**config.mk**
```make
export PLATFORM = sky130hd
export DESIGN_NAME = fixed_point_abs_pipe
export DESIGN_NICKNAME = d
export VERILOG_FILES = /design/src/rtl/fixed_point_abs_pipe.sv
export SDC_FILE = /design/constraint.sdc
export NUM_CORES = 1
export LEC_CHECK = 0
export BUFFER_PORTS_ARGS = -buffer_cell sky130_fd_sc_hd__buf_2
export CORE_ASPECT_RATIO = 0.6
export CORE_MARGIN = 2
export CORE_UTILIZATION = 55
export DETAILED_ROUTE_END_ITERATION = 8
export PLACE_DENSITY = 0.81
export SLEW_MARGIN = 0
export SYNTH_ARGS = -nofsm -noshare
export SYNTH_HDL_FRONTEND = slang
export SYNTH_SLANG_ARGS = --single-unit
```
**constraint.sdc**
```tcl
create_clock -name clk -period 3.6 [get_ports clk]
set_input_delay 0.18 -clock clk [delete_from_list [all_inputs] [get_ports clk]]
set_output_delay 0.18 -clock clk [all_outputs]
set_load 0.05 [all_outputs]
```
**src/rtl/fixed_point_abs_pipe.sv**
```systemverilog
// rtl/fixed_point_abs_pipe.sv - two-stage multi-lane fixed-point |x| with sign, MIN flag and saturation counter
module fixed_point_abs_pipe #(
   parameter int DATA_WIDTH = 16,
   parameter int LANES      = 4,
   parameter bit SAT_EN     = 1'b1,
   parameter int CNT_WIDTH  = 16
) (
   input  logic                        clk,
   input  logic                        rst_n,
   input  logic                        in_valid,
   output logic                        in_ready,
   input  logic [LANES*DATA_WIDTH-1:0] in_data,
   output logic                        out_valid,
   input  logic                        out_ready,
   output logic [LANES*DATA_WIDTH-1:0] out_abs,
   output logic [LANES-1:0]            out_sign,
   output logic [LANES-1:0]            out_sat,
   output logic [CNT_WIDTH-1:0]        sat_count,
   input  logic                        sat_count_clr
);

   localparam int W  = LANES * DATA_WIDTH;
   localparam int PW = $clog2(LANES + 1);
   localparam int SW = ((CNT_WIDTH > PW) ? CNT_WIDTH : PW) + 1;
   localparam logic [DATA_WIDTH-1:0] MIN_VAL = {1'b1, {(DATA_WIDTH-1){1'b0}}};
   localparam logic [DATA_WIDTH-1:0] MAX_VAL = {1'b0, {(DATA_WIDTH-1){1'b1}}};
   localparam logic [CNT_WIDTH-1:0]  CNT_MAX = '1;

   logic             s1_valid;
   logic [W-1:0]     s1_data;
   logic [LANES-1:0] s1_sign;
   logic             s2_valid;
   logic [W-1:0]     s2_abs;
   logic [LANES-1:0] s2_sign;
   logic [LANES-1:0] s2_sat;

   logic             s1_ready;
   logic             s2_ready;
   logic             in_fire;
   logic             s1_move;
   logic             out_fire;
   logic [LANES-1:0] in_sign;
   logic [W-1:0]     abs_next;
   logic [LANES-1:0] sat_next;
   logic [DATA_WIDTH-1:0] lane;
   logic [PW-1:0]    sat_pop;
   logic [SW-1:0]    cnt_sum;

   // Ready chain looks only at downstream state, never at in_valid.
   assign s2_ready = !s2_valid || out_ready;
   assign s1_ready = !s1_valid || s2_ready;
   assign in_ready = s1_ready;
   assign in_fire  = in_valid && s1_ready;
   assign s1_move  = s1_valid && s2_ready;
   assign out_fire = s2_valid && out_ready;

   always_comb begin
      in_sign = '0;
      for (int i = 0; i < LANES; i++) begin
         in_sign[i] = in_data[i*DATA_WIDTH + DATA_WIDTH - 1];
      end
   end

   always_comb begin
      abs_next = '0;
      sat_next = '0;
      lane     = '0;
      for (int i = 0; i < LANES; i++) begin
         lane = s1_data[i*DATA_WIDTH +: DATA_WIDTH];
         if (!s1_sign[i]) begin
            abs_next[i*DATA_WIDTH +: DATA_WIDTH] = lane;
         end else if (lane == MIN_VAL) begin
            sat_next[i] = 1'b1;
            abs_next[i*DATA_WIDTH +: DATA_WIDTH] = SAT_EN ? MAX_VAL : lane;
         end else begin
            abs_next[i*DATA_WIDTH +: DATA_WIDTH] = ~lane + 1'b1;
         end
      end
   end

   always_ff @(posedge clk or negedge rst_n) begin
      if (!rst_n) begin
         s1_valid <= 1'b0;
         s1_data  <= '0;
         s1_sign  <= '0;
      end else begin
         if (s1_ready) s1_valid <= in_valid;
         if (in_fire) begin
            s1_data <= in_data;
            s1_sign <= in_sign;
         end
      end
   end

   always_ff @(posedge clk or negedge rst_n) begin
      if (!rst_n) begin
         s2_valid <= 1'b0;
         s2_abs   <= '0;
         s2_sign  <= '0;
         s2_sat   <= '0;
      end else begin
         if (s2_ready) s2_valid <= s1_valid;
         if (s1_move) begin
            s2_abs  <= abs_next;
            s2_sign <= s1_sign;
            s2_sat  <= sat_next;
         end
      end
   end

   always_comb begin
      sat_pop = '0;
      for (int i = 0; i < LANES; i++) begin
         sat_pop = sat_pop + PW'(s2_sat[i]);
      end
   end

   assign cnt_sum = SW'(sat_count) + SW'(sat_pop);

   // Clear takes priority and discards the increment of the same cycle.
   always_ff @(posedge clk or negedge rst_n) begin
      if (!rst_n) begin
         sat_count <= '0;
      end else if (sat_count_clr) begin
         sat_count <= '0;
      end else if (out_fire) begin
         sat_count <= (cnt_sum > SW'(CNT_MAX)) ? CNT_MAX : cnt_sum[CNT_WIDTH-1:0];
      end
   end

   assign out_valid = s2_valid;
   assign out_abs   = s2_abs;
   assign out_sign  = s2_sign;
   assign out_sat   = s2_sat;

endmodule

```
==> flow_summary_export.csv <==
group,metric,value,unit
run_status,status,"completed",
power_and_ir_drop,p_sw,0.00237,W
clocking,cts-root-buf,"clkbuf_16",
power_and_ir_drop,power,0.00588,W
route,wl_per_cell,17.8,um
power_and_ir_drop,p_sw_share,40.3,%
timing,fin_crit,3160,ps
die,core_region_area,12900,um2
die,rows,32,
clocking,cts_tree,"built",
power_and_ir_drop,p_clk_share,28.2,%
global_routing,grt_pass1_vias,5993,
worst_setup_path,crit_end,"sat_count[0]",
worst_setup_path,cp-startpoint,"out_sat[0]",
timing,slew_headroom,28.3,%
worst_setup_path,cp.required,3900,ps
power_and_ir_drop,power_frac_seq,40.4,%
power_and_ir_drop,power_density,645,nW/um2
route,viasPerCell,5.75,
job,maxCapViolCount,0,
synth,synthArstFlopShare,100,%
power_and_ir_drop,comb_power_share,31.4,%
worst_setup_path,rr_startpoint,"out_sat[0]",
timing,tns,0,ps
timing,worst_pin_slew,1080,ps
global_routing,grt_pass1_wl,30.8,mm
die,initial_core_util,56.4,%
synth,synth.distinct_cells,58,
synth,yosysSeqAreaShare,53.2,%
route,vias,6113,
place,port_buffers,158,
synth,syn_avg_cell_area,10.5,um2
route,firstDrtPassIters,5,
place,hpwl,12.8,mm
clocking,h-tree-depth,4,
finish,multi_input_comb_area,3210,um2
synth,yosys_warnings,0,
global_routing,antenna_found_initial,0,
die,die_area,14100,um2
power_and_ir_drop,internal_power,0.00351,W
finish,fin_util,71.0,%
finish,diodes,0,
synth,synthFlopType,"dfrtp_1",
route,ant_nets,0,
timing,clock_skew,13.2,ps
timing,rsz0062_at_grt,"no",
die,die_x,152,um
place,routabilityCongestion,0.942,
timing,fmax,316,MHz
synth,synth_nets,766,
die,die_h,92.9,um
timing,post-route-period-util,87.9,%
worst_setup_path,cp-end-kind,"flop",
power_and_ir_drop,vdd_ir_drop_max,0.000454,V
global_routing,global_route.overflow_total,0,
timing,setup_violations,0,
worst_setup_path,r2r_end,"sat_count[0]",
worst_setup_path,cp_max_fo,12,
route,drc_errors,0,
synth,netlist_instances,689,
clocking,cts-buffers-inserted,17,
worst_setup_path,cp.arrival,3470,ps
clocking,worst_setup_hold_path_clk_slew,60,ps
worst_setup_path,cp-start-kind,"flop",
clocking,clock_path_buffers,2,
worst_setup_path,criticalPathCategory,"flop to flop",
die,boundaryPins,159,
timing,slew_violations,0,
timing,finalHoldViolations,0,
worst_setup_path,regToRegSetupSlack,440,ps
finish,syn_to_final_growth,25.8,%
power_and_ir_drop,p_leak,4.10,nW
synth,synth_edf_count,0,
synth,synth_area,7250,um2
clocking,cts_sinks,154,
finish,regArea,3850,um2
clocking,clock_latency,420,ps
finish,drive_gt1_share,30.8,%
route,drt-initial-drc-count,420,
global_routing,grt_usage,27.1,%
synth,synth-seq-cells,154,
route,drt-total-wl,19.0,mm
worst_hold_path,min-delay-path-class,"input pin to flop",
finish,finalNetCount,957,
finish,fillCellCount,923,
worst_setup_path,worstRegToRegCells,9,
global_routing,grt_max_degree,103,
==> stage by stage <==
step	std cells	worst slack [ps]	hold WS [ps]	area, um2
6_report	1063	437	5.92	9120
5_1_grt	1063	204	0.0985	9120
4_1_cts	1061	445	0.529	9100
3_5_place_dp	993	470	339	8180
3_3_place_gp	993	612	326	8180
2_1_floorplan	689	484	-116	7250
==> layer usage <==
metal | vias to the layer above | global-route usage (%) | share of wire (%)
li1 | 2816 | - | -
met5 | - | 0 | 0
met4 | 0 | 7.17 | 1.4
met3 | 26 | 4.73 | 6.1
met2 | 248 | 43.8 | 47
met1 | 3023 | 38.4 | 45
==> logic make-up (layout without fill, tap and decap cells) <==
logic type	count (synthesis)	count (layout)	synth area share (%)
simple gates	226	226	14.8
flops	154	154	53.2
compound gates	145	145	12.2
mux	67	67	10.4
buf+inv	46	250	2.59
xor+xnor	43	43	5.20
fa+ha+maj	8	8	1.69
==> Yosys cell counts, types with 3 or more instances <==
| master | count | area share [%] |
|---|---|---|
| a311oi_1 | 6 | 0.72 |
| clkbuf_1 | 23 | 1.2 |
| a21oi_1 | 51 | 3.5 |
| o41ai_1 | 4 | 0.48 |
| buf_2 | 6 | 0.41 |
| nand3_1 | 7 | 0.48 |
| a31oi_1 | 4 | 0.35 |
| nand2_1 | 70 | 3.6 |
| o311ai_0 | 3 | 0.36 |
| o2111ai_1 | 3 | 0.36 |
| nand3b_1 | 3 | 0.31 |
| fa_1 | 3 | 0.83 |
| nor3_1 | 11 | 0.76 |
| nand4_1 | 7 | 0.60 |
| and3_1 | 3 | 0.26 |
| o21ai_0 | 39 | 2.7 |
| mux2_2 | 64 | 9.9 |
| nor4_1 | 9 | 0.78 |
| nand2b_1 | 7 | 0.60 |
| or3_1 | 5 | 0.43 |
| dfrtp_1 | 154 | 53 |
| xor2_1 | 35 | 4.2 |
| o21ai_1 | 4 | 0.28 |
| xnor2_1 | 8 | 0.97 |
| or4_1 | 3 | 0.31 |
| inv_1 | 14 | 0.72 |
| ha_1 | 5 | 0.86 |
| nor2b_1 | 4 | 0.35 |
| nor2_1 | 80 | 4.1 |
| o31ai_1 | 13 | 1.3 |
| a211oi_1 | 7 | 0.72 |
| mux2i_1 | 3 | 0.41 |
==> repair_timing <==
action / CTS / global route
setup buffers: 0 / 0
gates resized for setup: 0 / 0
hold buffers: 36 / 2
hold endpoints to repair: 135 / 2
==> power by group through the flow <==
stage                     combinational (W)  sequential, W  clock [W]
after floorplan                    0.000612        0.00306          0
after global placement              0.00177        0.00236          0
after detailed placement            0.00181        0.00239          0
after CTS                           0.00185        0.00236    0.00168
after global routing                0.00197        0.00242    0.00176
final                               0.00185        0.00237    0.00166
==> worst min path at each step <==
stage	start	to	slack (ps)	cells after the start
after floorplan	rst_n	out_abs[0]	-120	0
final	in_data[5]	s1_data[5]	6	2
after CTS	in_data[5]	s1_data[5]	0.5	2
after detailed placement	rst_n	s1_data[51]	340	1
after global placement	rst_n	s1_data[54]	330	1
after global routing	in_data[49]	s1_data[49]	0.1	2
==> worst max-delay path, cell delays in order (launching register included) <==
cell	delay (ps)
dfrtp_1	410
fa_1	550
inv_1	50
fa_1	370
inv_1	80
fa_1	190
and3_1	270
nand2_1	170
or3_1	600
a311oi_1	350
==> area by class of cell <==
| cell class | count | area share (%) |
|---|---|---|
| tap | 170 | 2.33 |
| inverter | 15 | 0.617 |
| clock inverter | 14 | 1.26 |
| sequential | 154 | 42.3 |
| multi-input combinational | 489 | 35.2 |
| timing repair buffer | 203 | 13.5 |
| clock buffer | 18 | 4.82 |
==> registers in the layout (all words and copies together) (netlist names) <==
name,cells
sat_count,16
s1_valid,1
out_valid,1
out_sign,4
out_sat,4
s1_data,64
out_abs,64
==> cells in the final DEF (no fill, tap or decap), types with 3 or more instances in the layout <==
cell type / Yosys / layout
buf_2: 6 / 157
dfrtp_1: 154 / 154
nor2_1: 80 / 80
nand2_1: 70 / 69
mux2_2: 64 / 64
a21oi_1: 51 / 51
o21ai_0: 39 / 39
dlygate4sd3_1: 0 / 38
xor2_1: 35 / 35
clkbuf_16: 0 / 17
inv_1: 14 / 14
o31ai_1: 13 / 13
nor3_1: 11 / 11
nor4_1: 9 / 9
xnor2_1: 8 / 8
nand2b_1: 7 / 7
nand4_1: 7 / 7
nand3_1: 7 / 7
a211oi_1: 7 / 7
buf_4: 0 / 7
a311oi_1: 6 / 6
or3_1: 5 / 5
ha_1: 5 / 5
clkinvlp_4: 0 / 5
nor2b_1: 4 / 4
o41ai_1: 4 / 4
o21ai_1: 4 / 4
a31oi_1: 4 / 4
clkinv_4: 0 / 4
nand3b_1: 3 / 3
mux2i_1: 3 / 3
o311ai_0: 3 / 3
or4_1: 3 / 3
and3_1: 3 / 3
o2111ai_1: 3 / 3
fa_1: 3 / 3
inv_6: 0 / 3
Power figures use the tool's default switching activity.
